<file path="config.mk">
export PLATFORM = sky130hd
export DESIGN_NAME = quad_decoder
export DESIGN_NICKNAME = d
export VERILOG_FILES = /design/src/rtl/quad_decoder.sv
export SDC_FILE = /design/constraint.sdc
export NUM_CORES = 1
export LEC_CHECK = 0
export CELL_PAD_IN_SITES_DETAIL_PLACEMENT = 2
export CELL_PAD_IN_SITES_GLOBAL_PLACEMENT = 2
export CORE_UTILIZATION = 30
export CTS_CLUSTER_SIZE = 20
export DETAILED_ROUTE_END_ITERATION = 10
export PLACE_DENSITY = 0.68
export REMOVE_ABC_BUFFERS = 1
export SYNTH_ARGS = -nofsm -noshare
export SYNTH_HDL_FRONTEND = slang
export SYNTH_SLANG_ARGS = --single-unit
</file>
<file path="constraint.sdc">
create_clock -name clk -period 2.9 [get_ports clk]
set_input_delay 0.29 -clock clk [delete_from_list [all_inputs] [get_ports clk]]
set_output_delay 0.29 -clock clk [all_outputs]
set_load 0.01 [all_outputs]
</file>
<file path="src/rtl/quad_decoder.sv">
// quad_decoder: quadrature A/B decoder producing registered increment/decrement/error pulses.
// Optional per-channel glitch filter is compiled in with `define QUAD_FILTER_EN.
module quad_decoder #(
    parameter int FILTER_LEN = 4
) (
    input  logic clk,
    input  logic reset,
    input  logic enable,
    input  logic quad_a,
    input  logic quad_b,
    output logic increment,
    output logic decrement,
    output logic error
);
    if (FILTER_LEN < 2 || FILTER_LEN > 16) begin : g_bad_len
        $error("quad_decoder: FILTER_LEN must be within 2..16");
    end

    logic [1:0] sync1_q, sync2_q;
    logic       vld1_q, vld2_q;
    logic [1:0] sample;
    logic       sample_vld;
    logic [1:0] prev_q;
    logic       primed_q;
    logic       inc_q, dec_q, err_q;
    logic       inc_d, dec_d, err_d;
    logic [1:0] pos_s, pos_p, step;
    logic       live;

    // Two-flop synchronizer per channel; the valid markers keep reset zeros from being taken as samples
    always_ff @(posedge clk) begin
        if (reset) begin
            sync1_q <= 2'b00;
            sync2_q <= 2'b00;
            vld1_q  <= 1'b0;
            vld2_q  <= 1'b0;
        end else begin
            sync1_q <= {quad_a, quad_b};
            sync2_q <= sync1_q;
            vld1_q  <= 1'b1;
            vld2_q  <= vld1_q;
        end
    end

`ifdef QUAD_FILTER_EN
    localparam int CW = $clog2(FILTER_LEN + 1);

    logic [1:0] acc_d, acc_vld_d;

    for (genvar c = 0; c < 2; c++) begin : g_filt
        logic [CW-1:0] cnt_q, run;
        logic          samp_q, acc_q, acc_vld_q, hit;

        // Length of the current run of identical samples including this one, saturating at FILTER_LEN
        always_comb run = (sync2_q[c] == samp_q) ? ((cnt_q == CW'(FILTER_LEN)) ? cnt_q : cnt_q + 1'b1) : CW'(1);

        assign hit          = vld2_q && (run == CW'(FILTER_LEN));
        assign acc_d[c]     = hit ? sync2_q[c] : acc_q;
        assign acc_vld_d[c] = hit | acc_vld_q;

        // Run counter and accepted level; a broken run restarts the count at one
        always_ff @(posedge clk) begin
            if (reset) begin
                cnt_q     <= '0;
                samp_q    <= 1'b0;
                acc_q     <= 1'b0;
                acc_vld_q <= 1'b0;
            end else if (vld2_q) begin
                cnt_q     <= run;
                samp_q    <= sync2_q[c];
                acc_q     <= acc_d[c];
                acc_vld_q <= acc_vld_d[c];
            end
        end
    end

    assign sample     = acc_d;
    assign sample_vld = &acc_vld_d;
`else
    assign sample     = sync2_q;
    assign sample_vld = vld2_q;
`endif

    // Gray position along the forward cycle 00->10->11->01, so a forward step is +1 mod 4
    assign pos_s = {sample[0], ^sample};
    assign pos_p = {prev_q[0], ^prev_q};
    assign step  = pos_s - pos_p;
    assign live  = sample_vld & primed_q & enable;

    // Classify the step between the previous and the newly accepted state
    always_comb begin
        inc_d = live && (step == 2'd1);
        dec_d = live && (step == 2'd3);
        err_d = live && (step == 2'd2);
    end

    // Prime on the first valid sample, then track every accepted sample regardless of enable
    always_ff @(posedge clk) begin
        if (reset) begin
            prev_q   <= 2'b00;
            primed_q <= 1'b0;
            inc_q    <= 1'b0;
            dec_q    <= 1'b0;
            err_q    <= 1'b0;
        end else begin
            if (sample_vld) begin
                prev_q   <= sample;
                primed_q <= 1'b1;
            end
            inc_q <= inc_d;
            dec_q <= dec_d;
            err_q <= err_d;
        end
    end

    assign increment = inc_q;
    assign decrement = dec_q;
    assign error     = err_q;
endmodule

</file>
==> impl_metrics.json <==
{
  "switchingPower_uw": 67.23,
  "fp.dieH_um": 38.99,
  "insertedDiodeCount": 0,
  "worstHoldPathCells": 1,
  "detail_route.vias_per_cell": 4.534,
  "worstReg2RegStart": "prev_q[0]",
  "avgRoutedWirePerCell_um": 12.14,
  "worst-setup-path-type": "reg2out",
  "timing.critical_path.cells": "clkdlybuf4s50_1",
  "yosys.area_share.xor_xnor": 0.1006,
  "netlist_area_um2": 410.4,
  "postSynth.asyncResetShare": 0,
  "timing_worst_slew_pin_value_ns": 0.3266,
  "post_cts_resize_count": 0,
  "flow.area_growth_from_synthesis_pct": 29.27,
  "grt_max_degree": 11,
  "ys_seq_elements": 12,
  "synth-adder-area-share": 0.03049,
  "core.rowCount": 12,
  "synth_compound_gate_area_share": 0,
  "max_stage_delay_ns": 0.52,
  "antenna_found_initial": 0,
  "startpoint_type": "register",
  "setup_repair_after_global_routing_missed_its_margin": "false",
  "cp_data_required_time_ns": 2.61,
  "worst_skew_pair.late_latency_ns": 0.27,
  "synth_top_area_cell": "sky130_fd_sc_hd__dfxtp_1",
  "power.clock.fraction": 0.402,
  "utilization": 0.4473,
  "post-route-period-util": 0.4816,
  "worst_setup_hold_path_clk_slew_ns": 0.07,
  "number_of_enable_type_register_cells_in_the_synthesized_netlist": 0,
  "clock_tree_from_tritoncts": "yes",
  "p_sw_frac": 0.2056,
  "hp-start": "vld1_q",
  "register_area_um2": 240.2,
  "post-synth-top-count-cell": "sky130_fd_sc_hd__dfxtp_1",
  "post_synth_mux_area_share": 0.04878,
  "wp_buf_inv": 1,
  "finalWirelength_um": 704,
  "post_synth_inst_count": 34,
  "post_synth_main_area_contributors": "sky130_fd_sc_hd__dfxtp_1 59%, sky130_fd_sc_hd__nor2b_1 7.6%, sky130_fd_sc_hd__nor3b_2 6.1%",
  "ys_warn_count": 0,
  "final_layout_size_suffix_gt1_frac": 0.1364,
  "grt_pass1_wl_um": 1248,
  "hold_path_end": "sample_vld",
  "boundaryPins": 8,
  "clock_skew_ns": 0.003575,
  "synth_top_family_by_area": "simple AND/OR/NAND/NOR gates",
  "drt_iter0_drc": 0,
  "cts.sinks": 12,
  "cellInternalPower_uw": 259.8,
  "multi_input_comb_area_um2": 158.9,
  "achievable-frequency_mhz": 716.1,
  "nNetsFinal": 51,
  "leakagePower_nw": 0.2169,
  "grt.total_usage": 0.1315,
  "design.die.area_um2": 1520,
  "maxSlewViolCount": 0,
  "reg2regPathDepth": 4,
  "run_status": "finished clean",
  "post-synth-top-area-fraction": 0.5854,
  "setup_viol": 0,
  "critical_path.top_delay_family": "buffers and inverters",
  "worst_ir_drop_vdd_mv": 0.2937,
  "max_cap_violations": 0,
  "post_synth.cell_area_avg_um2": 12.07,
  "synthTopCellsByCount": "12 x sky130_fd_sc_hd__dfxtp_1, 5 x sky130_fd_sc_hd__nor2b_1, 4 x sky130_fd_sc_hd__nor2_1",
  "timing.final.hold_violations": 0,
  "dp_hpwl_um": 567,
  "count_of_fill_cells_added_during_filler_insertion": 120,
  "number_of_clock_buffers_inserted_by_tritoncts": 3,
  "seq_power_share": 0.532,
  "final.min_clock_period_ns": 1.396,
  "detail-route-antenna-nets": 0,
  "crit_path_end_kind": "output port",
  "cts-htree-levels": 1,
  "cp_data_arrival_time_ns": 1.11,
  "synth.yosys.seq_area_share": 0.5854,
  "post-cts-setup-buffer-count": 0,
  "power_density_nw_per_um2": 616.5,
  "combinationalPowerShare": 0.066,
  "setup-tns-final_ns": 0,
  "die-width_um": 38.99,
  "rr_endpoint": "error",
  "cts.root.buffer_cell": "sky130_fd_sc_hd__clkbuf_4",
  "fp.coreArea_um2": 1186,
  "overflow_left_after_global_routing": 0,
  "max-clock-path-buffers": 2,
  "critical_path_peak_fanout": 1,
  "critical_path.slowest_cell": "sky130_fd_sc_hd__clkdlybuf4s50_1",
  "initial_utilization": 0.3460,
  "firstDrtPassIters": 1,
  "place.port_buffers": 7,
  "vias": 263,
  "postSynth.topFlopCell": "sky130_fd_sc_hd__dfxtp_1",
  "drt_drc_violations_left": 0,
  "number_of_global_route_vias_before_repair": 282,
  "synth.lib_cells_used.distinct": 13,
  "yosys.area_share.simple": 0.2073,
  "worst_hold_path_type": "reg2reg",
  "gpl.final_weighted_congestion": 0.7003,
  "worst_reg2reg_setup_slack_ns": 1.67,
  "maxSlewHeadroom": 0.7816,
  "hold_buffers": 0
}
routing by layer:
layer | vias up | share of wire | track usage
met4 | 0 | 0.020 | 0.1034
met5 | - | 0 | 0
met2 | 9 | 0.51 | 0.2000
li1 | 129 | - | -
met3 | 2 | 0.057 | 0.03468
met1 | 123 | 0.41 | 0.1536
registers in the layout, summed over array words and instances (netlist names):
signal      flops
prev_q          2
error           1
sample_vld      1
decrement       1
increment       1
primed_q        1
vld1_q          1
sample          2
sync1_q         2
logic make-up after synthesis:
kind of cell,after synthesis
XOR/XNOR,3
adder cells (fa/ha/maj),1
buffers and inverters,3
flip-flops,12
multiplexers,2
AND/OR/NAND/NOR,13
power groups by stage:
stage                     Sequential (mW)  Clock [mW]  Combinational (mW)
after floorplan                     0.177           0              0.0122
after detailed placement            0.178           0              0.0219
final                               0.174       0.132              0.0215
after CTS                           0.174       0.135              0.0221
after global routing                0.175       0.148              0.0242
after global placement              0.177           0              0.0206
stage by stage:
stage / total power, mW / cells / setup slack [ns] / cell area, um^2 / hold WS (ns)
after floorplan: 0.1891 / 33 / 1.758 / 406.6 / 0.3465
after global placement: 0.1980 / 54 / 1.495 / 494.2 / 0.4304
after detailed placement: 0.1999 / 54 / 1.397 / 494.2 / 0.4361
after CTS: 0.3312 / 58 / 1.491 / 530.5 / 0.4578
after global routing: 0.3464 / 58 / 1.441 / 530.5 / 0.4806
final: 0.3270 / 58 / 1.504 / 530.5 / 0.4527
layout make-up:
type	instances	share of cell area
flip-flops and latches	12	0.4528
multi-input cells	19	0.2995
repair buffers	7	0.1321
clock buffers	4	0.06840
well taps	14	0.03302
inverters	2	0.01415
placed cells by master, fill, tap and decap left out, drive strengths merged:
master / synthesis / layout
nand4b: 1 / 1
nor3: 1 / 1
xor2: 1 / 1
nor2b: 5 / 5
dfxtp: 12 / 12
nor2: 4 / 4
nor3b: 2 / 2
mux2i: 2 / 2
clkbuf: 1 / 4
ha: 1 / 1
clkdlybuf4s50: 0 / 7
xnor2: 1 / 1
inv: 2 / 2
xor3: 1 / 1
worst max-delay path by stage:
stage / start / to / slack [ns] / cells past startpoint
2_1_floorplan: sample[0] / decrement / 1.76 / 4
3_3_place_gp: reset / decrement / 1.50 / 3
3_5_place_dp: reset / error / 1.40 / 3
4_1_cts: increment / increment / 1.49 / 1
5_1_grt: increment / increment / 1.44 / 1
6_report: increment / increment / 1.50 / 1
Note: power is estimated with default switching activity, not from simulation.
